`config.mk`:
```
export PLATFORM = sky130hd
export DESIGN_NAME = shift_pipe
export DESIGN_NICKNAME = d
export VERILOG_FILES = /design/src/rtl/shift_pkg.sv /design/src/rtl/shift_pipe_level.sv /design/src/rtl/shift_pipe.sv
export SDC_FILE = /design/constraint.sdc
export NUM_CORES = 1
export LEC_CHECK = 0
export ABC_AREA = 1
export CORE_ASPECT_RATIO = 0.7
export CORE_MARGIN = 5
export CORE_UTILIZATION = 58
export DETAILED_ROUTE_END_ITERATION = 16
export HOLD_SLACK_MARGIN = 0.1
export PLACE_DENSITY = 0.82
export SLEW_MARGIN = 30
export SYNTH_ARGS = -nofsm -noshare
export SYNTH_HDL_FRONTEND = slang
export SYNTH_SLANG_ARGS = --single-unit
```
`constraint.sdc`:
```
create_clock -name clk -period 6.7 [get_ports clk]
set_input_delay 2.01 -clock clk [delete_from_list [all_inputs] [get_ports clk]]
set_output_delay 2.01 -clock clk [all_outputs]
set_load 0.02 [all_outputs]
```
`src/rtl/shift_pkg.sv`:
```
// Shared definitions for the pipelined barrel shifter: operation codes and
// the mapping of shift levels onto pipeline stages.
package shift_pkg;

   localparam logic [2:0] SRL = 3'd0;
   localparam logic [2:0] SLL = 3'd1;
   localparam logic [2:0] SRA = 3'd2;
   localparam logic [2:0] ROR = 3'd3;
   localparam logic [2:0] ROL = 3'd4;

   // Stage that hosts shift level 'level' when 'levels' levels share 'stages' stages.
   function automatic int level_stage(input int level, input int stages, input int levels);
      return (level * stages) / levels;
   endfunction

endpackage

```
`src/rtl/shift_pipe_level.sv`:
```
// One combinational shift level: moves data by DIST bit positions in the
// direction selected by mode, or passes it through when disabled.
module shift_pipe_level
   import shift_pkg::*;
#(
   parameter int WIDTH = 32,
   parameter int DIST  = 1
) (
   input  logic [WIDTH-1:0] data,
   input  logic             en,
   input  logic [2:0]       mode,
   input  logic             fill,
   output logic [WIDTH-1:0] res
);

   // Select the shifted or rotated form of the input; fill supplies the SRA sign.
   always_comb begin
      res = data;
      if (en) begin
         case (mode)
            SRL:     res = {{DIST{1'b0}}, data[WIDTH-1:DIST]};
            SRA:     res = {{DIST{fill}}, data[WIDTH-1:DIST]};
            ROR:     res = {data[DIST-1:0], data[WIDTH-1:DIST]};
            SLL:     res = {data[WIDTH-1-DIST:0], {DIST{1'b0}}};
            ROL:     res = {data[WIDTH-1-DIST:0], data[WIDTH-1:WIDTH-DIST]};
            default: res = data;
         endcase
      end else begin
         res = data;
      end
   end

endmodule

```
`src/rtl/shift_pipe.sv`:
```
// Pipelined barrel shifter: log2(WIDTH) shift levels spread over STAGES
// register banks, with valid/ready backpressure and a tag per operation.
module shift_pipe
   import shift_pkg::*;
#(
   parameter int WIDTH  = 32,
   parameter int STAGES = 2,
   parameter int TAGW   = 5
) (
   input  logic                     clk,
   input  logic                     rst_n,
   input  logic                     flush,
   input  logic                     in_valid,
   output logic                     in_ready,
   input  logic [WIDTH-1:0]         in_a,
   input  logic [$clog2(WIDTH)-1:0] in_amt,
   input  logic [2:0]               in_mode,
   input  logic [TAGW-1:0]          in_tag,
   output logic                     out_valid,
   input  logic                     out_ready,
   output logic [WIDTH-1:0]         out_res,
   output logic                     out_carry,
   output logic                     out_zero,
   output logic [TAGW-1:0]          out_tag
);

   localparam int LEVELS = $clog2(WIDTH);

   logic                  adv_s;
   logic                  carry_s;
   logic [LEVELS-1:0]     cidx_s;

   logic [STAGES-1:0]     valid_r;
   logic [WIDTH-1:0]      data_r  [STAGES];
   logic [LEVELS-1:0]     amt_r   [STAGES];
   logic [2:0]            mode_r  [STAGES];
   logic                  fill_r  [STAGES];
   logic                  carry_r [STAGES];
   logic [TAGW-1:0]       tag_r   [STAGES];

   logic [WIDTH-1:0]      st_data_s [STAGES];
   logic [LEVELS-1:0]     st_amt_s  [STAGES];
   logic [2:0]            st_mode_s [STAGES];
   logic                  st_fill_s [STAGES];
   logic [WIDTH-1:0]      st_out_s  [STAGES];
   logic [WIDTH-1:0]      lvl_out_s [LEVELS];

   assign adv_s    = !valid_r[STAGES-1] || out_ready;
   assign in_ready = adv_s;

   for (genvar s = 0; s < STAGES; s++) begin : g_stage_in
      if (s == 0) begin : g_head
         assign st_data_s[s] = in_a;
         assign st_amt_s[s]  = in_amt;
         assign st_mode_s[s] = in_mode;
         assign st_fill_s[s] = in_a[WIDTH-1];
      end else begin : g_body
         assign st_data_s[s] = data_r[s-1];
         assign st_amt_s[s]  = amt_r[s-1];
         assign st_mode_s[s] = mode_r[s-1];
         assign st_fill_s[s] = fill_r[s-1];
      end
   end

   // Levels of one stage chain combinationally; the last one feeds that stage's bank.
   for (genvar i = 0; i < LEVELS; i++) begin : g_level
      localparam int S = level_stage(i, STAGES, LEVELS);
      logic [WIDTH-1:0] lvl_in_s;

      if (i == 0 || level_stage(i - 1, STAGES, LEVELS) != S) begin : g_first
         assign lvl_in_s = st_data_s[S];
      end else begin : g_chain
         assign lvl_in_s = lvl_out_s[i-1];
      end

      shift_pipe_level #(.WIDTH(WIDTH), .DIST(1 << i)) u_level (
         .data (lvl_in_s),
         .en   (st_amt_s[S][i]),
         .mode (st_mode_s[S]),
         .fill (st_fill_s[S]),
         .res  (lvl_out_s[i])
      );

      if (i == LEVELS - 1 || level_stage(i + 1, STAGES, LEVELS) != S) begin : g_last
         assign st_out_s[S] = lvl_out_s[i];
      end
   end

   // Carry is the last bit shifted out; WIDTH-amt wraps naturally in LEVELS bits.
   always_comb begin
      carry_s = 1'b0;
      cidx_s  = {LEVELS{1'b0}};
      if (in_amt == {LEVELS{1'b0}}) begin
         carry_s = 1'b0;
      end else begin
         case (in_mode)
            SRL, SRA, ROR: begin
               cidx_s  = in_amt - LEVELS'(1);
               carry_s = in_a[cidx_s];
            end
            SLL, ROL: begin
               cidx_s  = {LEVELS{1'b0}} - in_amt;
               carry_s = in_a[cidx_s];
            end
            default: carry_s = 1'b0;
         endcase
      end
   end

   // Register banks: all stages advance together; flush only kills the valid bits.
   always_ff @(posedge clk or negedge rst_n) begin
      if (!rst_n) begin
         valid_r <= {STAGES{1'b0}};
         for (int s = 0; s < STAGES; s++) begin
            data_r[s]  <= {WIDTH{1'b0}};
            amt_r[s]   <= {LEVELS{1'b0}};
            mode_r[s]  <= 3'd0;
            fill_r[s]  <= 1'b0;
            carry_r[s] <= 1'b0;
            tag_r[s]   <= {TAGW{1'b0}};
         end
      end else begin
         if (adv_s) begin
            for (int s = 0; s < STAGES; s++) begin
               data_r[s] <= st_out_s[s];
               amt_r[s]  <= st_amt_s[s];
               mode_r[s] <= st_mode_s[s];
               fill_r[s] <= st_fill_s[s];
            end
            carry_r[0] <= carry_s;
            tag_r[0]   <= in_tag;
            for (int s = 1; s < STAGES; s++) begin
               carry_r[s] <= carry_r[s-1];
               tag_r[s]   <= tag_r[s-1];
            end
         end
         if (flush) begin
            valid_r <= {STAGES{1'b0}};
         end else if (adv_s) begin
            valid_r[0] <= in_valid;
            for (int s = 1; s < STAGES; s++) begin
               valid_r[s] <= valid_r[s-1];
            end
         end
      end
   end

   assign out_valid = valid_r[STAGES-1];
   assign out_res   = data_r[STAGES-1];
   assign out_carry = carry_r[STAGES-1];
   assign out_tag   = tag_r[STAGES-1];
   assign out_zero  = (data_r[STAGES-1] == {WIDTH{1'b0}});

endmodule

```
[Word level (Yosys, flattened, before mapping)]
Cells that the tools add are included.
Word-level totals
  flip-flop bits (word level): 87
  input bits: 50
  output and inout bits: 41
  word-level logic and storage cells: 50
Cells by class
  add/subtract/negate cells: 2
  magnitude comparators: 2
  equal/unequal tests: 8
  mux-type cells: 18
  reductions and logical operators: 10
Operators with widths (number)
  case mux 32 bit (5 select lines): 4
  two-way mux 32 bit: 5
  case mux 32 bit (4 select lines): 1
  zero test 32 bit: 1
  == test 3 x 2 -> 1 bit (second input constant): 4
  < comparator 5 x 6 -> 1 bit (second input constant): 2
  binary-select mux 1 bit (select 5 bit): 2
  == test 3 x 1 -> 1 bit (second input constant): 2
  == test 3 bit (second input constant): 2
  zero test 3 bit: 2
  zero test 5 bit: 1
  subtractor 1 x 5 -> 5 bit (first input constant): 1
  subtractor 5 x 1 -> 5 bit (second input constant): 1
  two-way mux 2 bit: 2
  OR reduction 2 bit: 2
  two-way mux 1 bit: 3
  OR reduction 3 bit: 1
  case mux 1 bit (2 select lines): 1
  nonzero test 2 bit: 1
  zero test 1 bit: 1
  logical OR 1 bit: 1

[Depth between registers and ports, before layout]
Gate-level depths: netlist of the first run.
  depth after elaboration: 7
  mapped depth: 15
  gate-level depth less buffers: 12

[Cells and area by module]
A second synthesis of the first run with hierarchy kept.
Unflattened totals
  cells, all modules: 1729
  area total of the unflattened synthesis: 9440.3 µm²
Modules (own cells, without submodules)
  shift_pipe: times used 1, cells each 558, area an instance 4100.2 µm², seq. area each 2102.0 µm²
  shift_pipe_level at g_level[0].u_level: times used 1, cells each 296, area an instance 1352.5 µm², seq. area each 0.0 µm²
  shift_pipe_level at g_level[3].u_level: times used 1, cells each 253, area an instance 1148.6 µm², seq. area each 0.0 µm²
  shift_pipe_level at g_level[2].u_level: times used 1, cells each 252, area an instance 1122.3 µm², seq. area each 0.0 µm²
  shift_pipe_level at g_level[1].u_level: times used 1, cells each 252, area an instance 1069.8 µm², seq. area each 0.0 µm²
  shift_pipe_level at g_level[4].u_level: times used 1, cells each 118, area an instance 646.9 µm², seq. area each 0.0 µm²

[Least setup slack after synthesis of the first run]
Ideal clock, no wire load.
  path type: input to output
  from: input out_ready
  to: output in_ready
  arrival: 2.932 ns
  data required time: 4.690 ns
  slack: 1.758 ns
  stages on the path: 4
  buffers on the path: 2
  cells stage by stage: nor2_1 > clkinv_1 > clkbuf_1 > clkbuf_1
On the way
  word-level cells in the longest chain between the ends: 1
RTL lines
  from (decl): RTL line shift_pipe.sv:20  | input logic out_ready,
  logical OR 1 bit: RTL line shift_pipe.sv:48  | assign adv_s = !valid_r[STAGES-1] || out_ready;
  to (decl): RTL line shift_pipe.sv:14  | output logic in_ready,
No other way between the ends.

[Final worst setup path of the first run]
Ends and elaborated chain as after synthesis.

==> qor.yml, run 1 <==
synth_cell_types: 38
clk_pin_slew_worst_paths_ns: 0.07
r2r_start: "mode_r[4]$_DFFE_PN0P_"
syn_avg_cell_area_um2: 6.14
drc: 0
multi_input_area_um2: 4720
synth_compound_area_share_pct: 17.8
netlist_area_um2: 7680
core_area_um2: 13100
ff_latch_area_um2: 2100
critPathLaunch: "out_ready"
slew_viol_final: 0
detail_route.wirelength_mm: 25.7
grt_pass1_wl_mm: 41.2
netlist_instances: 1252
yosys_warnings: 0
fin_skew_ns: 0.00752
io_buffers: 90
start_util_pct: 58.9
synth-simple-area-share_pct: 42.8
first_pass_iters: 8
die_area_um2: 15700
irDropWorstVdd_mv: 0.142
ant_nets: 0
r2r_cells: 9
dp_hpwl_mm: 19.2
synth_adder_area_share_pct: 0.326
cts_buffer_depth: 2
leakage_nw: 4.19
mostFrequentLayoutCell: "nand2_1"
setup_violations: 0
cp-start-kind: "primary input"
cts_root_buffer: "clkbuf_16"
wl_per_cell_um: 17.7
cp.arrival_ns: 3.24
grt_pass1_vias: 7770
drive_gt1_share_pct: 6.39
vias_per_cell: 6.15
dp.cells: 1433
antenna_found_initial: 0
drt_iter0_markers: 1377
fmax_mhz: 191
hold_ws_ns: 0.475
outcome: "finished, final reports clean"
cts_resized: 0
fp-row-count: 35
gp_congestion: 1.04
tightestPinTransition_ns: 0.905
n_fill_cell: 1239
finalCritPeriodShare_pct: 78.3
final_cell_mix: "nand2_1, nand3_1, inv_1"
areaGrowthSynthToFinish_pct: 14.1
setup_tns_ns: 0
min_period_ns: 5.25
numClockSinks: 84
hold_class: "reg2reg"
critPathKind: "in2out"
synth_top_family_by_area: "simple AND/OR/NAND/NOR gates"
crit_fanout: 2
clkLatencyLatePin_ns: 0.35
pre_cts_slack_ns: 1.36
worst_slack_ns: 1.45
io_pins: 91
regToRegSetupSlack_ns: 3.64
relSlewSlack_pct: 39.3
ctsHtreeMaxLevel: 3
n_antenna_cell: 0
numCtsBuffers: 9
post_layout_nonfiller_instances: 1449
cp-end-kind: "primary output"
syn_nets: 1304
synth_mux_area_share_pct: 0
rsz0062_at_grt: "false"
post-cts-setup-buffers: 0
grt_max_degree: 106
drv_cap: 0
die_x_um: 148
layout.nets: 1330
num_vias: 8913
grt_util_all_layers_pct: 32.7
r2r-end: "out_res[4]$_DFFE_PN0P_"
crit_end: "in_ready"
hold_violations: 0
power_mw: 2.04
grt_remaining_overflow: 0
p_per_area_nw_per_um2: 233
critPathRequiredTime_ns: 4.69
holdBufCountCts: 0
ys_seq_elements: 84
die_h_um: 106
cts_tree: "built"
synth_xor_area_share_pct: 0.342
ys_seq_area_share_pct: 27.4
## state kept, by name, summed over array words and instances, names as in the netlist
name	count
out_tag	5
fill_r	1
out_res	32
g_level.lvl_in_s	32
amt_r	2
out_carry	1
tag_r	5
mode_r	3
valid_r	2
carry_r	1
## cell type report
type / instances / share of cell area, %
Clock inverter: 7 / 1.18
Tap cell: 166 / 2.37
Clock buffer: 9 / 2.57
Inverter: 110 / 4.71
Sequential cell: 84 / 24.0
Multi-Input combinational cell: 974 / 53.9
Timing Repair Buffer: 99 / 11.3
## metal layers
layer  track usage [%]  up-vias  share of wire (%)
met5                 0        -                  0
met4              7.18        0                1.7
met3              9.71       40                 14
met2              44.8      553                 40
met1              50.3     4062                 45
li1                  -     4258                  -
## cell usage after synthesis
library cell,number,area share (%)
a21oi_1,87,5.7
a21oi_2,6,0.68
a21oi_4,1,0.21
a31oi_1,4,0.33
buf_1,4,0.20
buf_2,22,1.4
buf_4,13,1.3
buf_6,8,1.2
clkbuf_1,35,1.7
clkbuf_2,1,0.065
clkbuf_8,1,0.18
clkinv_1,3,0.15
dfrtp_1,84,27
ha_1,2,0.33
inv_1,104,5.1
inv_2,3,0.15
nand2_1,384,19
nand2_2,3,0.24
nand3_1,238,16
nand3_2,23,3.0
nand3b_1,1,0.098
nand4_1,3,0.24
nor2_1,45,2.2
nor2_2,3,0.24
nor2_4,2,0.29
nor3_1,10,0.65
nor3_4,1,0.21
nor4_1,7,0.57
o211ai_1,7,0.68
o21ai_0,92,6.0
o21ai_1,10,0.65
o21ai_4,1,0.21
o221ai_1,24,2.7
o22ai_1,8,0.65
or2_1,2,0.16
or2_2,7,0.57
xnor2_1,1,0.11
xor2_1,2,0.23
## kinds of logic (layout without fill, tap and decap cells)
family | after synthesis | in the layout
flip-flops | 84 | 84
AND/OR/NAND/NOR | 729 | 729
adder cells (fa/ha/maj) | 2 | 2
AO/OA/AOI/OAI | 240 | 240
buffers and inverters | 194 | 225
XOR/XNOR | 3 | 3
## worst min-delay path by stage
stage	start	end	slack, ns	depth (start not counted)
after floorplan	carry_r[1]$_DFFE_PN0P_	out_carry$_DFFE_PN0P_	0.44	2
after CTS	tag_r[6]$_DFFE_PN0P_	out_tag[1]$_DFFE_PN0P_	0.48	2
after global placement	tag_r[8]$_DFFE_PN0P_	out_tag[3]$_DFFE_PN0P_	0.45	2
final	tag_r[6]$_DFFE_PN0P_	out_tag[1]$_DFFE_PN0P_	0.47	2
after detailed placement	tag_r[9]$_DFFE_PN0P_	out_tag[4]$_DFFE_PN0P_	0.46	2
after global routing	g_level[3].lvl_in_s[2]$_DFFE_PN0P_	g_level[3].lvl_in_s[2]$_DFFE_PN0P_	0.51	2
## report_power, final
part / internal (mW) / switching [mW]
combinational: 0.289 / 0.516
clock: 0.333 / 0.222
sequential: 0.597 / 0.0808
total: 1.22 / 0.819
## metrics by stage
stage          util (%)  instance area [µm²]
2_1_floorplan         -                 7680
3_3_place_gp       64.3                 8400
3_5_place_dp       64.6                 8430
4_1_cts            67.1                 8760
5_1_grt            67.2                 8760
6_report           67.2                 8760
## worst max-delay path: stages
cell and delay (ns):
clkdlybuf4s50_1 0.45, nor2_4 0.15, clkinv_1 0.09, clkdlybuf4s50_1 0.54
Power figures use the tool's default switching activity.
==> run 2: changes to the inputs <==
- CORE_UTILIZATION: 58 -> 52
- PLACE_DENSITY: 0.82 -> 0.78
- clock period: 6.7 -> 4.5 ns (I/O delays scaled with it)
==> qor.yml, run 2 (same netlist as run 1, synthesis figures left out) <==
setup_tns_ns: 0
mostFrequentLayoutCell: "nand2_1"
leakage_nw: 4.23
fmax_mhz: 254
final_cell_mix: "nand2_1, nand3_1, inv_1"
relSlewSlack_pct: 43.4
core_area_um2: 14600
num_vias: 8852
grt_pass1_wl_mm: 41.0
antenna_found_initial: 0
start_util_pct: 52.7
drc: 0
hold_class: "reg2reg"
path_delay_family: "buffers and inverters"
io_pins: 91
layout.nets: 1340
dp_hpwl_mm: 18.7
n_fill_cell: 1465
wl_per_cell_um: 16.9
numClockSinks: 84
grt_util_all_layers_pct: 28.8
cts_root_buffer: "clkbuf_16"
n_antenna_cell: 0
wl_met2_mm: 10.3
cp-start-kind: "primary input"
gp_congestion: 0.947
p_per_area_nw_per_um2: 334
holdBufCountCts: 0
slew_viol_final: 0
drive_gt1_share_pct: 6.81
fp-row-count: 37
dr.max_layer_used: "met4"
critical_path.most_common_cell: "clkdlybuf4s50_1"
power_mw: 2.96
critPathRequiredTime_ns: 3.15
rsz0062_at_grt: "false"
io_buffers: 90
drt-met1-wl_mm: 11.4
cts_tree: "built"
die_area_um2: 17300
irDropWorstVdd_mv: 0.183
cp-end-kind: "primary output"
grt_remaining_overflow: 0
hold_ws_ns: 0.468
grt_max_degree: 106
vias_per_cell: 5.95
cts_buffer_depth: 2
slowest_stage: "clkdlybuf4s50_1"
met3_wirelength_mm: 3.20
hold_violations: 0
crit_fanout: 2
post-cts-setup-buffers: 0
first_pass_iters: 7
die_x_um: 155
drt_iter0_markers: 1217
finalCritPeriodShare_pct: 87.5
dp.cells: 1472
path_cells: "clkdlybuf4s50_1 > nor2_4 > clkinv_1 > clkdlybuf4s50_1"
cts_resized: 0
clk_pin_slew_worst_paths_ns: 0.06
detail_route.wirelength_mm: 25.1
max_stage_delay_ns: 0.55
areaGrowthSynthToFinish_pct: 15.4
min_period_ns: 3.94
crit_buf_inv: 3
drv_cap: 0
cp.arrival_ns: 2.59
setup_violations: 0
fin_skew_ns: 0.00312
ctsHtreeMaxLevel: 3
post_layout_nonfiller_instances: 1488
numCtsBuffers: 9
ant_nets: 0
clkLatencyLatePin_ns: 0.33
grt_pass1_vias: 7776
regToRegSetupSlack_ns: 1.40
outcome: "finished, final reports clean"
die_h_um: 112
tightestPinTransition_ns: 0.847
critPathKind: "in2out"
-- run 2: changes by cell type in the layout (fill, tap and decap cells not counted), sizes merged --
cell / previous run / this run
buf: 10 / 20
clkbuf: 9 / 13
inv: 111 / 108
clkinv: 4 / 2
clkinvlp: 0 / 2
bufinv: 2 / 1
-- run 2: final cells by class --
| type | instances | area [µm²] | area share, % |
|---|---|---|---|
| Clock buffer | 13 | 260 | 2.93 |
| Clock inverter | 3 | 45.0 | 0.508 |
| Inverter | 110 | 413 | 4.66 |
| Multi-Input combinational cell | 974 | 4720 | 53.2 |
| Sequential cell | 84 | 2100 | 23.7 |
| Tap cell | 195 | 244 | 2.75 |
| Timing Repair Buffer | 109 | 1090 | 12.2 |
-- run 2: path summary, 6_finish.rpt --
path,depth (start not counted),endpoint,from
worst max register to register,9,out_res[4]$_DFFE_PN0P_,mode_r[4]$_DFFE_PN0P_
min in group asynchronous,1,mode_r[3]$_DFFE_PN0P_,rst_n
worst min-delay path,2,out_tag[2]$_DFFE_PN0P_,tag_r[7]$_DFFE_PN0P_
worst max-delay path,4,in_ready,out_ready
max in group asynchronous,1,out_tag[3]$_DFFE_PN0P_,rst_n
worst min register to register,2,out_tag[2]$_DFFE_PN0P_,tag_r[7]$_DFFE_PN0P_
-- run 2: routing by layer --
layer / global-route usage [%] / up-vias
met4: 3.62 / 0
li1: - / 4266
met5: 0 / -
met2: 40.0 / 488
met3: 8.28 / 21
met1: 45.2 / 4077
-- run 2: worst min-delay path, stage by stage (launching register included) --
cell     delay [ns]
dfrtp_1        0.34
nand2_1        0.05
nand2_1        0.04
-- run 2: report_power, final --
group	internal [mW]	switching [mW]	total [mW]
clock network	0.461	0.291	0.752
logic	0.440	0.761	1.20
registers	0.890	0.120	1.01
-- run 2: per-stage QoR --
stage	area [µm²]	setup WS (ns)	util (%)
floorplan	7680	0.878	-
global placement	8550	0.565	58.6
detailed placement	8560	0.587	58.7
CTS	8860	0.569	60.8
global route	8870	0.522	60.8
finish	8870	0.562	60.8
==> run 3: changes to the inputs <==
==> constraint.sdc (replaced) <==
create_clock -name clk -period 4.5 [get_ports clk]
set_input_delay 0.9 -clock clk [delete_from_list [all_inputs] [get_ports clk]]
set_output_delay 0.9 -clock clk [all_outputs]
set_load 0.02 [all_outputs]
==> qor.yml, run 3 (same netlist as run 1, synthesis figures left out) <==
outcome: "finished, final reports clean"
relSlewSlack_pct: 42.2
dp_hpwl_mm: 20.1
slew_viol_final: 0
grt_pass1_vias: 7820
grt_remaining_overflow: 0
multi_input_area_um2: 4720
cts_root_buffer: "clkbuf_16"
drc: 0
cts_buffer_depth: 2
cp.arrival_ns: 2.56
detail_route.wirelength_mm: 26.6
clkLatencyLatePin_ns: 0.34
max_stage_delay_ns: 0.70
power_mw: 3.03
path_cells: "nor4_1 > nand4_1 > nor4_1 > clkdlybuf4s50_1"
post_layout_nonfiller_instances: 1493
dp.cells: 1476
ctsHtreeMaxLevel: 3
wl_per_cell_um: 17.8
clk_pin_slew_worst_paths_ns: 0.07
numClockSinks: 84
slowest_stage: "clkdlybuf4s50_1"
grt_max_degree: 97
min_period_ns: 3.46
final_util_pct: 61.0
rsz0062_at_grt: "false"
cp-start-kind: "flip-flop"
critical_path.most_common_cell: "nor4_1"
crit_fanout: 3
holdBufCountCts: 0
mostFrequentLayoutCell: "nand2_1"
grt_pass1_wl_mm: 42.7
cts_resized: 0
p_per_area_nw_per_um2: 341
finalCritPeriodShare_pct: 76.9
first_pass_iters: 8
n_fill_cell: 1470
final_cell_mix: "nand2_1, nand3_1, inv_1"
critPathKind: "reg2out"
gp_congestion: 0.998
cts_tree: "built"
tightestPinTransition_ns: 0.865
numCtsBuffers: 9
core_area_um2: 14600
irDropWorstVdd_mv: 0.205
post-cts-setup-buffers: 0
ant_nets: 0
drv_cap: 0
ff_latch_area_um2: 2100
setup_violations: 0
cp-end-kind: "primary output"
die_x_um: 155
grt_util_all_layers_pct: 30.3
io_buffers: 90
hold_violations: 0
areaGrowthSynthToFinish_pct: 15.7
drt_iter0_markers: 1160
drive_gt1_share_pct: 7.17
start_util_pct: 52.7
layout.nets: 1344
io_pins: 91
die_h_um: 112
setup_tns_ns: 0
leakage_nw: 4.25
critPathRequiredTime_ns: 3.60
die_area_um2: 17300
post_dp_cell_area_um2: 8560
fmax_mhz: 289
postLayoutCellArea_um2: 8890
vias_per_cell: 6.02
hold_class: "reg2reg"
num_vias: 8984
fin_skew_ns: 0.00524
antenna_found_initial: 0
fp-row-count: 37
[run 3: worst paths after layout]
check	start	end	slack [ns]	depth (start not counted)
min in group asynchronous	rst_n	g_level[3].lvl_in_s[25]$_DFFE_PN0P_	0.57	1
min	tag_r[6]$_DFFE_PN0P_	out_tag[1]$_DFFE_PN0P_	0.47	2
min reg2reg	tag_r[6]$_DFFE_PN0P_	out_tag[1]$_DFFE_PN0P_	0.47	2
max reg2reg	mode_r[4]$_DFFE_PN0P_	out_res[4]$_DFFE_PN0P_	1.33	9
max	out_res[1]$_DFFE_PN0P_	out_zero	1.04	4
max in group asynchronous	rst_n	out_res[11]$_DFFE_PN0P_	3.06	2
[run 3: final cells by class]
class | count | area share [%]
Multi-Input combinational cell | 974 | 53.1
Sequential cell | 84 | 23.6
Timing Repair Buffer | 113 | 12.2
Inverter | 110 | 4.64
Tap cell | 195 | 2.74
Clock buffer | 9 | 2.53
Clock inverter | 7 | 1.11
Antenna cell | 1 | 0.0281
[run 3: power breakdown]
part	leakage (nW)	internal, mW	switching, mW
registers	0.985	0.890	0.126
logic	3.11	0.439	0.774
clock network	0.156	0.490	0.312
total	4.25	1.82	1.21
[run 3: critical path, delay by kind of cell, from the launching register on]
family,cells,cell delay (ns)
and+or+nand+nor,3,1.12
buffers and inverters,1,0.70
DFF,1,0.39
[run 3: per-layer routing]
layer	vias up	share of wire (%)	global-route usage [%]
met5	-	0	0
met4	0	1.4	5.01
met3	42	13	8.59
met2	491	40	40.4
met1	4169	46	48.7
li1	4282	-	-
[run 3: through the flow]
stage,setup slack (ns),hold WS (ns)
2_1_floorplan,1.69,0.442
3_3_place_gp,0.988,0.451
3_5_place_dp,0.945,0.456
4_1_cts,1.09,0.473
5_1_grt,0.958,0.501
6_report,1.04,0.471
